==> src/rtl/i2c_txn_sequencer.sv <==
// Byte-level I2C master transaction sequencer: turns one start request into START/WRITE/READ/STOP engine commands.
// Optional 10-bit addressing is compiled in with `define TEN_BIT_ADDR_EN.
module i2c_txn_sequencer #(
  parameter int CNT_W = 5
) (
  input  logic             pclk,
  input  logic             rst,
  input  logic             start_req,
  input  logic             rw,
  input  logic             ten_bit,
  input  logic [9:0]       addr,
  input  logic [CNT_W-1:0] byte_count,
  input  logic [7:0]       tx_data,
  input  logic             tx_empty,
  output logic             tx_r_ena,
  input  logic             rx_full,
  output logic [7:0]       rx_data,
  output logic             rx_w_ena,
  output logic             cmd_valid,
  output logic [1:0]       cmd,
  output logic [7:0]       cmd_data,
  output logic             cmd_nack,
  input  logic             cmd_ready,
  input  logic             rsp_valid,
  input  logic [7:0]       rsp_data,
  input  logic             rsp_nack,
  input  logic             arb_lost,
  output logic             busy,
  output logic             done,
  output logic             nack_err,
  output logic             arb_err,
  output logic             txn_begin,
  output logic             txn_abort
);

  typedef enum logic [3:0] {
    S_IDLE, S_START, S_HDR, S_ALO, S_RSTART, S_HDR_R, S_WR, S_RD, S_STOP
  } state_t;

  localparam logic [1:0] CMD_START = 2'b00;
  localparam logic [1:0] CMD_WRITE = 2'b01;
  localparam logic [1:0] CMD_READ  = 2'b10;
  localparam logic [1:0] CMD_STOP  = 2'b11;

  state_t           state_r, state_nxt_s, target_s;
  logic             cmd_valid_r, cmd_valid_nxt_s;
  logic [1:0]       cmd_r, cmd_nxt_s;
  logic [7:0]       cmd_data_r, cmd_data_nxt_s;
  logic             cmd_nack_r, cmd_nack_nxt_s;
  logic             rsp_wait_r, rsp_wait_nxt_s;
  logic             busy_r, busy_nxt_s;
  logic             done_r, done_nxt_s;
  logic             nack_err_r, nack_err_nxt_s;
  logic             arb_err_r, arb_err_nxt_s;
  logic             txn_begin_r, txn_begin_nxt_s;
  logic             txn_abort_r, txn_abort_nxt_s;
  logic             rw_r, rw_nxt_s;
  logic             ten_r, ten_nxt_s;
  logic [9:0]       addr_r, addr_nxt_s;
  logic [CNT_W-1:0] cnt_r, cnt_nxt_s;
  logic             nack_seen_r, nack_seen_nxt_s;
  logic             issue_s;
  logic             tx_r_ena_s, rx_w_ena_s;

  // Next-state, command issue and pulse generation
  always_comb begin
    state_nxt_s     = state_r;
    target_s        = state_r;
    cmd_valid_nxt_s = cmd_valid_r;
    cmd_nxt_s       = cmd_r;
    cmd_data_nxt_s  = cmd_data_r;
    cmd_nack_nxt_s  = cmd_nack_r;
    rsp_wait_nxt_s  = rsp_wait_r;
    busy_nxt_s      = busy_r;
    done_nxt_s      = 1'b0;
    nack_err_nxt_s  = 1'b0;
    arb_err_nxt_s   = 1'b0;
    txn_begin_nxt_s = 1'b0;
    txn_abort_nxt_s = 1'b0;
    rw_nxt_s        = rw_r;
    ten_nxt_s       = ten_r;
    addr_nxt_s      = addr_r;
    cnt_nxt_s       = cnt_r;
    nack_seen_nxt_s = nack_seen_r;
    issue_s         = 1'b0;
    tx_r_ena_s      = 1'b0;
    rx_w_ena_s      = 1'b0;

    if (state_r == S_IDLE) begin
      if (start_req) begin
        rw_nxt_s        = rw;
`ifdef TEN_BIT_ADDR_EN
        ten_nxt_s       = ten_bit;
`else
        ten_nxt_s       = ten_bit & 1'b0;
`endif
        addr_nxt_s      = addr;
        cnt_nxt_s       = byte_count;
        nack_seen_nxt_s = 1'b0;
        txn_begin_nxt_s = 1'b1;
        busy_nxt_s      = 1'b1;
        target_s        = S_START;
        issue_s         = 1'b1;
      end else begin
        issue_s = 1'b0;
      end
    end else if (arb_lost) begin
      // Bus is gone: abandon without a STOP
      state_nxt_s     = S_IDLE;
      cmd_valid_nxt_s = 1'b0;
      rsp_wait_nxt_s  = 1'b0;
      busy_nxt_s      = 1'b0;
      nack_seen_nxt_s = 1'b0;
      arb_err_nxt_s   = 1'b1;
      txn_abort_nxt_s = 1'b1;
    end else if (cmd_valid_r) begin
      if (cmd_ready) begin
        cmd_valid_nxt_s = 1'b0;
        rsp_wait_nxt_s  = 1'b1;
        tx_r_ena_s      = (state_r == S_WR);
      end else begin
        cmd_valid_nxt_s = 1'b1;
      end
    end else if (rsp_wait_r) begin
      if (rsp_valid) begin
        rsp_wait_nxt_s = 1'b0;
        issue_s        = 1'b1;
        case (state_r)
          S_START:  target_s = S_HDR;
          S_RSTART: target_s = S_HDR_R;
          S_HDR: begin
            if (rsp_nack) begin
              target_s        = S_STOP;
              nack_seen_nxt_s = 1'b1;
            end else if (ten_r) begin
              target_s = S_ALO;
            end else if (cnt_r == {CNT_W{1'b0}}) begin
              target_s = S_STOP;
            end else begin
              target_s = rw_r ? S_RD : S_WR;
            end
          end
          S_ALO: begin
            if (rsp_nack) begin
              target_s        = S_STOP;
              nack_seen_nxt_s = 1'b1;
            end else if (cnt_r == {CNT_W{1'b0}}) begin
              target_s = S_STOP;
            end else begin
              target_s = rw_r ? S_RSTART : S_WR;
            end
          end
          S_HDR_R: begin
            if (rsp_nack) begin
              target_s        = S_STOP;
              nack_seen_nxt_s = 1'b1;
            end else begin
              target_s = (cnt_r == {CNT_W{1'b0}}) ? S_STOP : S_RD;
            end
          end
          S_WR: begin
            if (rsp_nack) begin
              target_s        = S_STOP;
              nack_seen_nxt_s = 1'b1;
            end else begin
              cnt_nxt_s = cnt_r - CNT_W'(1);
              target_s  = (cnt_r == CNT_W'(1)) ? S_STOP : S_WR;
            end
          end
          S_RD: begin
            rx_w_ena_s = 1'b1;
            cnt_nxt_s  = cnt_r - CNT_W'(1);
            target_s   = (cnt_r == CNT_W'(1)) ? S_STOP : S_RD;
          end
          S_STOP: begin
            target_s        = S_IDLE;
            busy_nxt_s      = 1'b0;
            nack_seen_nxt_s = 1'b0;
            done_nxt_s      = ~nack_seen_r;
            nack_err_nxt_s  = nack_seen_r;
            txn_abort_nxt_s = nack_seen_r;
          end
          default: begin
            target_s   = S_IDLE;
            busy_nxt_s = 1'b0;
          end
        endcase
      end else begin
        rsp_wait_nxt_s = 1'b1;
      end
    end else begin
      // Stalled before issue (FIFO empty/full): retry the current state's command
      issue_s = 1'b1;
    end

    if (issue_s) begin
      state_nxt_s     = target_s;
      cmd_valid_nxt_s = 1'b1;
      cmd_data_nxt_s  = 8'h00;
      cmd_nack_nxt_s  = 1'b0;
      case (target_s)
        S_START, S_RSTART: cmd_nxt_s = CMD_START;
        S_HDR: begin
          cmd_nxt_s      = CMD_WRITE;
          cmd_data_nxt_s = ten_nxt_s ? {5'b11110, addr_nxt_s[9:8], 1'b0} : {addr_nxt_s[6:0], rw_nxt_s};
        end
        S_ALO: begin
          cmd_nxt_s      = CMD_WRITE;
          cmd_data_nxt_s = addr_nxt_s[7:0];
        end
        S_HDR_R: begin
          cmd_nxt_s      = CMD_WRITE;
          cmd_data_nxt_s = {5'b11110, addr_nxt_s[9:8], 1'b1};
        end
        S_WR: begin
          cmd_nxt_s       = CMD_WRITE;
          cmd_valid_nxt_s = ~tx_empty;
          cmd_data_nxt_s  = tx_data;
        end
        S_RD: begin
          cmd_nxt_s       = CMD_READ;
          cmd_valid_nxt_s = ~rx_full;
          cmd_nack_nxt_s  = (cnt_nxt_s == CNT_W'(1));
        end
        S_STOP: cmd_nxt_s = CMD_STOP;
        default: begin
          cmd_nxt_s       = CMD_START;
          cmd_valid_nxt_s = 1'b0;
        end
      endcase
    end else begin
      issue_s = 1'b0;
    end
  end

  // State and registered-output update
  always_ff @(posedge pclk or posedge rst) begin
    if (rst) begin
      state_r     <= S_IDLE;
      cmd_valid_r <= 1'b0;
      cmd_r       <= 2'b00;
      cmd_data_r  <= 8'h00;
      cmd_nack_r  <= 1'b0;
      rsp_wait_r  <= 1'b0;
      busy_r      <= 1'b0;
      done_r      <= 1'b0;
      nack_err_r  <= 1'b0;
      arb_err_r   <= 1'b0;
      txn_begin_r <= 1'b0;
      txn_abort_r <= 1'b0;
      rw_r        <= 1'b0;
      ten_r       <= 1'b0;
      addr_r      <= 10'h000;
      cnt_r       <= {CNT_W{1'b0}};
      nack_seen_r <= 1'b0;
    end else begin
      state_r     <= state_nxt_s;
      cmd_valid_r <= cmd_valid_nxt_s;
      cmd_r       <= cmd_nxt_s;
      cmd_data_r  <= cmd_data_nxt_s;
      cmd_nack_r  <= cmd_nack_nxt_s;
      rsp_wait_r  <= rsp_wait_nxt_s;
      busy_r      <= busy_nxt_s;
      done_r      <= done_nxt_s;
      nack_err_r  <= nack_err_nxt_s;
      arb_err_r   <= arb_err_nxt_s;
      txn_begin_r <= txn_begin_nxt_s;
      txn_abort_r <= txn_abort_nxt_s;
      rw_r        <= rw_nxt_s;
      ten_r       <= ten_nxt_s;
      addr_r      <= addr_nxt_s;
      cnt_r       <= cnt_nxt_s;
      nack_seen_r <= nack_seen_nxt_s;
    end
  end

  // FIFO strobes must land in the accept/response cycle itself
  assign tx_r_ena  = tx_r_ena_s;
  assign rx_w_ena  = rx_w_ena_s;
  assign rx_data   = rx_w_ena_s ? rsp_data : 8'h00;
  assign cmd_valid = cmd_valid_r;
  assign cmd       = cmd_r;
  assign cmd_data  = cmd_data_r;
  assign cmd_nack  = cmd_nack_r;
  assign busy      = busy_r;
  assign done      = done_r;
  assign nack_err  = nack_err_r;
  assign arb_err   = arb_err_r;
  assign txn_begin = txn_begin_r;
  assign txn_abort = txn_abort_r;

endmodule

==> config.mk <==
export PLATFORM = sky130hd
export DESIGN_NAME = i2c_txn_sequencer
export DESIGN_NICKNAME = d
export VERILOG_FILES = /design/src/rtl/i2c_txn_sequencer.sv
export SDC_FILE = /design/constraint.sdc
export NUM_CORES = 1
export LEC_CHECK = 0
export CAP_MARGIN = 20
export CORE_MARGIN = 10
export CORE_UTILIZATION = 51
export CTS_BUF_LIST = sky130_fd_sc_hd__clkbuf_2
export CTS_CLUSTER_DIAMETER = 120
export DETAILED_ROUTE_END_ITERATION = 7
export GPL_ROUTABILITY_DRIVEN = 1
export PLACE_DENSITY = 0.81
export REMOVE_ABC_BUFFERS = 1
export SLEW_MARGIN = 30
export SYNTH_ARGS = -nofsm -noshare
export SYNTH_HDL_FRONTEND = slang
export SYNTH_SLANG_ARGS = --single-unit
==> constraint.sdc <==
create_clock -name pclk -period 2.94 [get_ports pclk]
set_input_delay 0.588 -clock pclk [delete_from_list [all_inputs] [get_ports pclk]]
set_output_delay 0.588 -clock pclk [all_outputs]
set_load 0.03 [all_outputs]
==> results of run 1 <==
## worst paths after layout
kind | startpoint | endpoint
worst max-delay path | state_r[3]$_DFFE_PP0P_ | tx_r_ena
worst min-delay path | nack_seen_r$_DFFE_PP0P_ | done$_DFF_PP0_
worst max register to register | cnt_r[0]$_DFF_PP0_ | cmd_data[2]$_DFFE_PP0P_
worst min register to register | nack_seen_r$_DFFE_PP0P_ | done$_DFF_PP0_
max in group asynchronous | rst | state_r[1]$_DFFE_PP0P_
min in group asynchronous | rst | txn_begin$_DFF_PP0_
## area by class of cell
cell class                 instances  area (µm²)
tap                               70       87.58
fill                             408        1374
timing repair buffer             111       980.9
sequential                        41        1028
multi-input combinational        233        1545
clock inverter                     3       17.52
inverter                          13       48.80
clock buffer                       5       25.02
## registers in the layout, indices dropped and copies added, names as in the netlist, 2 cells and up
signal,count
state_r,4
cmd_data,8
addr_r,10
cnt_r,5
cmd,2
## per-stage QoR
step	area (µm²)	utilization, %	setup TNS (ns)
6_report	3734	73.10	0
5_1_grt	3734	73.10	0
4_1_cts	3720	72.83	0
3_5_place_dp	3677	72.00	-0.3609
3_3_place_gp	3677	72.00	-0.1941
2_1_floorplan	2609	-	-0.8251
## layer usage
| layer | wire length [µm] | vias up | share of wire (%) |
|---|---|---|---|
| li1 | - | 1319 | - |
| met1 | 3452 | 1312 | 43 |
| met2 | 3944 | 115 | 49 |
| met3 | 525 | 20 | 6.5 |
| met4 | 176 | 0 | 2.2 |
| met5 | 0 | - | 0 |
## Yosys cell counts (6+ instances only)
library cell	number
dfrtp_1	41
nor2b_1	8
nand2_1	34
nand2b_1	6
o22ai_1	8
mux2i_1	10
inv_1	12
clkbuf_1	8
a21oi_1	11
nand3_1	11
nor3_1	9
buf_2	10
mux2_2	7
o21ai_0	9
nor2_1	24
and2_1	10
## cells by family (layout without fill, tap and decap cells)
kind of cell | Yosys count | after routing
xor+xnor | 2 | 2
mux | 18 | 18
fa+ha+maj | 3 | 3
simple gates | 128 | 128
buf+inv | 32 | 132
flops | 41 | 41
compound gates | 82 | 82
## power groups by stage
stage	sequential [µW]	combinational, µW	clock [µW]
finish	936	1810	255
global placement	926	1740	0
floorplan	1020	948	0
CTS	927	1790	257
global route	967	1970	279
detailed placement	940	1780	0
## worst max-delay path: stages (launching register included)
cell	delay, ns
dfrtp_2	0.56
and3b_1	0.38
and4_1	0.23
clkdlybuf4s50_1	0.67
## what timing repair did
action / CTS / global route
setup endpoints to repair: 0 / 11
hold endpoints to repair: 0 / 0
gates resized for setup: 0 / 5
==> summary by stage, run 1 <==
Logic synthesis
After Yosys synthesis, and, or, nand and nor cells account for 25.39% of the synthesized area. The synthesized area is 2700 µm². Of the total synthesized cell area, the portion taken by full adders, half adders and majority gates is 1.390%. The fraction of registers with async set/reset is 100.0%. In this run, synthesis inferred 0 flip-flops with an integrated enable. The portion of synthesized area spent on multiplexers is 7.044%. The main combinational cell family by area after synthesis is simple AND/OR/NAND/NOR gates.

By area the synthesized netlist is led by dfrtp_1 (38%), nand2_1 (4.7%), mux2i_1 (3.7%). After synthesis, the largest area contributor takes up 38.00% of total cell area. Summing the areas of all compound-gate instances in the mapped netlist gives 22.34% of the synthesized area. The flip-flop cell with the highest count after synthesis is dfrtp_1. The post-synthesis average cell area is 8.824 µm².

Yosys printed 0 warnings. The fraction of synthesized cell area in xor and xnor cells is 0.6487%. The cell taking the most area after synthesis is dfrtp_1.

The number of different library cells used by synthesis comes to 64. The register bit count reported by yosys is 41. The fraction of the yosys area taken by sequential cells is 38.00%.

After technology mapping, the gate count stands at 306.

Finish
The number of antenna diodes in the final layout is 0. The final layout net count is 450. The growth of design area from synthesis to finish is 38.28%.

The library cell used most frequently in the layout, excluding fill and tap cells, is clkdlybuf4s50_1. Of the cells placed in the final design, the portion with a size suffix greater than 1 is 20.20%. The top cell types in the final layout, fill and taps aside, are clkdlybuf4s50_1 (59), buf_4 (52), dfrtp_1 (39). Leaving out filler cells and counting taps, the final layout contains 476.

Route
The DRC violation total after the first TritonRoute iteration is 124. The via count is 2,766. The total wire length is 8098 µm. In the routed design, unresolved DRC markers number 0.

After detailed routing, the number of vias per cell comes to 5.811. The number of detailed-route iterations in the first pass is 5. The count of nets left with antenna violations once routing finished came out at 0. The average wire length per cell after detail routing is 17.01 µm.

Floorplan
The floorplan step set the die height to 92.76 µm. The count of pins on the block boundary is 70. The floorplan has 26 rows. The horizontal die dimension is 92.76 µm. The floorplan step defined a core boundary enclosing 5107 µm². The die area is 8604 µm². The initial utilization of the core area, before any placement, comes to 52.87%.

Outcome
The flow ran to the end, and the final reports show no timing, DRC or antenna violations.

GRT
The remaining global-route overflow is 0. met2 is the most crowded layer. The first global-routing pass estimated 13,410 µm of wire. Entering global routing, the biggest net connects 42 pins. The initial antenna violation count is 0. The total routing usage reported by global routing is 18.80%. The number of global-route vias before repair came to 2,871. The global routing met2 resource utilization is 32.89%. For met1 alone, demand over resource in global routing was 21.52%. In the global route stage, met3 resource usage came out at 4.762%.

Pwr
The switching power as a share of total power is 45.24%. The analysis attributes to net switching a power of 1356 µW. Sequential cells account for 31.2% of the total power. Combinational cells account for 60.3% of the total power. The design draws 2998 µW. Across the VDD grid, the largest voltage drop is 0.4033 mV. The ratio of total power to cell area is 802.9 nW/µm². The clock network accounts for 8.5% of the total power. The internal power component is 1642 µW. The static power due to leakage is 0.001654 µW.

Timing
Timing would allow up to 351.3 MHz. Hold is met by 0.5079 ns. Setup violations remaining at the end of the flow were counted as 0.

Setup repair after global routing left no endpoint under its margin. The worst-margin pin slew is 0.5445 ns. Headroom to the max-slew limit came out at 63.70%. After layout, the worst path uses 96.81% of the clock period. The clock arrives with 0.01401 ns of skew.

The max-slew violation count is 0. The worst setup slack after layout is 0.09381 ns. Counting I/O delays and the setup requirement, the final critical path takes 2.846 ns. The count of final hold-check violations is 0.

Place
Timing analysis after detailed placement gives a worst setup slack of -0.07093 ns. Summed over all nets, the half-perimeter wirelength after detailed placement is 6182 µm. The number of cells after detailed placement is 468. During placement, the flow inserted port buffers numbering 68.

The congestion estimate from routability-driven global placement came to 0.9370.

Worst setup path
STA puts the critical path data arrival time at 2.26 ns. The path type of the worst setup path is reg2out. For the worst flop-to-flop path, the logic depth is 10. The sort of element at the start of the critical path is a flip-flop. The reg-to-reg setup timing slack is 0.21 ns. Of all nets on the critical path, the largest fanout is 15. The critical path data required time is 2.35 ns. The capturing element type of the critical path is a primary output.

Worst hold path
The worst hold path class is reg2reg. The number of cells traversed by the worst hold path is 1.

Clock tree
The clock root buffer master is clkbuf_2. The number of buffers inserted by post-CTS setup repair is 0. TritonCTS built the clock tree.

The clock insertion delay at the later pin of the skew report is 0.42 ns. CTS built an H-tree with a depth of 2. For this design, the CTS-stage hold fixing added 0 buffers. After clock tree synthesis, the clock-pin slew on the worst setup and hold paths is 0.22 ns. Clock tree synthesis inserted a total of 5 buffers. In this run the deepest clock path goes through 2 buffers. The clock sink total is 41.

Job
Max-cap violations in this run came to 0.
(Power assumes the default switching activity.)
==> run 2: changes to the inputs <==
HOLD_SLACK_MARGIN = 0.15   (was default)
==> results of run 2 <==
Final layout, timing and power as in run 1 (identical DEF).
==> run 3: changes to the inputs <==
SETUP_SLACK_MARGIN = 0.02   (was default)
SLEW_MARGIN = default   (was 30)
clock period = 3.2 ns   (was 2.94 ns; I/O delays follow)
==> run 3 against run 2 <==
Net effect: routed wire length fell by 1.2%; critical path depth did not move; highest routed layer unchanged; final cell count fell by 4.2%; flip-flop and latch count did not move; sequential share of layout area rose by 1.2 points; register-to-register slack improved by 0.16 ns; utilization fell by 3.2 points; clock skew rose by 0.011 ns; clock power fell by 9.4%; global-route usage fell by 0.091 points.
==> summary by stage, run 3 (same netlist as run 1, synthesis figures left out) <==
GRT
The initial antenna violation count came to 0 (unchanged). The number of global-route vias before repair was 2,793 (was 2,871). The largest net degree at the start of global routing came to 42 (unchanged). The global-route wire length before repair is 13,320 µm (was 13,410 µm). The total routing usage reported by global routing is 18.71% (was 18.80%). The remaining global-route overflow is 0 (unchanged).

Floorplan
The placeable core region is 5107 µm² (unchanged). The die area is 8604 µm² (unchanged). The horizontal die dimension is 92.76 µm (unchanged). The initial standard-cell utilization of the core came to 52.87% (unchanged).

The number of placement rows is 26 (unchanged). The count of pins on the block boundary is 70 (unchanged). The chip height is 92.76 µm (unchanged).

Route
The number of detailed-route iterations in the first pass is 4 (was 5). The average wire length per cell after detail routing is 17.55 µm (was 17.01 µm). The DRC violation total after the first TritonRoute iteration is 163 (was 124). The total wire length is 8004 µm (was 8098 µm).

The post-detailed-route DRC marker count is 0 (unchanged). The number of routed nets with antenna violations is 0 (unchanged). The via count is 2,648 (was 2,766).

The via-per-instance ratio came to 5.807 (was 5.811).

Job
The number of max-cap violations was 0 (unchanged).

Timing
The final setup TNS is 0 ns (unchanged). The routed design could run at a clock period as short as 2.982 ns. The relative slew slack is 63.52% (was 63.70%). Unrepaired setup endpoints after global routing: false (unchanged). The final setup skew is 0.02504 ns (was 0.01401 ns). Derived from the worst setup path, the maximum achievable clock frequency is 335.3 MHz. The final count of negative-setup-slack endpoints is 0 (unchanged). The worst-margin pin slew is 0.5458 ns (was 0.5445 ns). Dividing the final minimum period by the clock period gives 93.20%. The count of final hold-check violations was 0 (unchanged). The max-slew violation count is 0 (unchanged).

Worst setup path
The capturing element type of the critical path is a primary output (unchanged). The path type of the worst setup path is reg2out (unchanged). The last element of the critical path was tx_r_ena (unchanged). The highest fanout seen on the critical path is 16 (was 15). The origin of the worst setup path was state_r[1]$_DFFE_PP0P_ (was state_r[3]$_DFFE_PP0P_). The reg-to-reg setup timing slack is 0.37 ns (was 0.21 ns).

The count of cells along the worst register-to-register path was 9 (was 10). The critical register-to-register path endpoint is cmd_data[7]$_DFFE_PP0P_ (was cmd_data[2]$_DFFE_PP0P_). The data arrival time of the worst path is 2.34 ns (was 2.26 ns). The critical path data required time is 2.56 ns (was 2.35 ns). The sort of element at the start of the critical path is a flip-flop (unchanged). The worst flop-to-flop path startpoint is cnt_r[0]$_DFF_PP0_ (unchanged).

Finish
The diode insertion count for antenna repair was 0 (unchanged). The share of final-layout standard cells stronger than drive strength 1 came to 15.03% (was 20.20%). The final layout net count is 430 (was 450). Most frequent cells in the layout: clkdlybuf4s50_1 (59), dfrtp_1 (41), nand2_1 (34) (was clkdlybuf4s50_1 (59), buf_4 (52), dfrtp_1 (39)). The total non-filler cell area in the finished layout is 3570 µm² (was 3734 µm²). The register with the highest flop count is addr_r (unchanged).

The number of flip-flops in the largest register came to 10 (unchanged). The most common cell after layout, fill and taps aside is clkdlybuf4s50_1 (unchanged). The growth of design area from synthesis to finish is 32.21% (was 38.28%).

Clock tree
The number of H-tree branching levels came to 2 (unchanged). The clock root buffer master is clkbuf_2 (unchanged). The number of gates given a new drive strength after cts was 0 (unchanged).

The maximum clock path buffer count was 2 (unchanged). The number of buffers created by CTS was 5 (unchanged). The clock sink total is 41 (unchanged). The number of buffers inserted by post-CTS setup repair is 0 (unchanged). The number of buffers added to fix hold violations after cts came to 0 (unchanged). The post-CTS clock slew at the launch and capture registers of the worst setup and hold paths came to 0.20 ns (was 0.22 ns). The clock insertion delay at the later pin of the skew report is 0.42 ns (about the same).

The clock tree from TritonCTS is built (unchanged).

Worst hold path
The worst hold path class is reg2reg (unchanged).

Pwr
The maximum vdd drop is 0.3503 mV (was 0.4033 mV). The static power due to leakage was 0.001554 µW (was 0.001654 µW). The ratio of total power to cell area is 732.6 nW/µm² (was 802.9 nW/µm²).

Place
The detailed placement HPWL came to 6031 µm (was 6182 µm). The instance area after placement is 3527 µm² (was 3677 µm²). The placer's final routability congestion estimate is 0.9201 (was 0.9370).

The count of buffers from port buffering is 68 (unchanged).

Outcome
Run status: completed (unchanged).
==> run 3: cell types whose count changed in the layout (fill, tap and decap cells not counted) <==
cell,previous run,this run
nor4b_2,0,1
dfrtp_2,2,0
o21a_1,1,2
o21a_2,1,0
nor4b_4,1,0
buf_4,52,32
dfrtp_1,39,41
and3_1,0,1
and3_2,1,0
==> run 3: metal layers <==
| metal | vias up | GRT usage (%) | wire length [µm] |
|---|---|---|---|
| met1 | 1235 | 22.13 | 3276 |
| met3 | 10 | 5.085 | 687 |
| met2 | 127 | 31.31 | 3954 |
| met4 | 0 | 7.584 | 86 |
| li1 | 1276 | - | - |
| met5 | - | 0 | 0 |
==> run 3: final cells by class <==
class | count | area (µm²)
Inverter | 13 | 48.80
Timing Repair Buffer | 91 | 830.8
Tap cell | 70 | 87.58
Multi-Input combinational cell | 233 | 1534
Sequential cell | 41 | 1026
Fill cell | 424 | 1538
Clock inverter | 3 | 17.52
Clock buffer | 5 | 25.02
==> run 3: worst min path at each step <==
stage	cells after the start	endpoint	startpoint	slack, ns
finish	1	done$_DFF_PP0_	nack_seen_r$_DFFE_PP0P_	0.50
global route	1	done$_DFF_PP0_	nack_seen_r$_DFFE_PP0P_	0.54
CTS	1	done$_DFF_PP0_	nack_seen_r$_DFFE_PP0P_	0.50
detailed placement	1	done$_DFF_PP0_	nack_seen_r$_DFFE_PP0P_	0.48
global placement	2	busy$_DFFE_PP0P_	busy$_DFFE_PP0P_	0.46
floorplan	1	done$_DFF_PP0_	nack_seen_r$_DFFE_PP0P_	0.45
==> run 3: power by group <==
group	switching (µW)	internal, µW
clock	180	50.9
combinational	861	662
sequential	170	691
total	1210	1400
==> run 3: worst max-delay path, cell delays in order, from the launching register on <==
cell and delay (ns):
dfrtp_1 0.69, and3b_1 0.35, and4_1 0.23, clkdlybuf4s50_1 0.67
==> run 3: per-stage QoR <==
| step | total power, µW | hold WS [ns] | setup slack, ns | instances | util, % |
|---|---|---|---|---|---|
| floorplan | 1810 | 0.4457 | 0.03976 | 287 | - |
| global placement | 2328 | 0.4648 | 0.1425 | 448 | 69.06 |
| detailed placement | 2379 | 0.4773 | 0.07758 | 448 | 69.06 |
| CTS | 2614 | 0.5009 | 0.2036 | 456 | 69.89 |
| global route | 2827 | 0.5403 | 0.04379 | 456 | 69.89 |
| finish | 2615 | 0.5019 | 0.2176 | 456 | 69.89 |
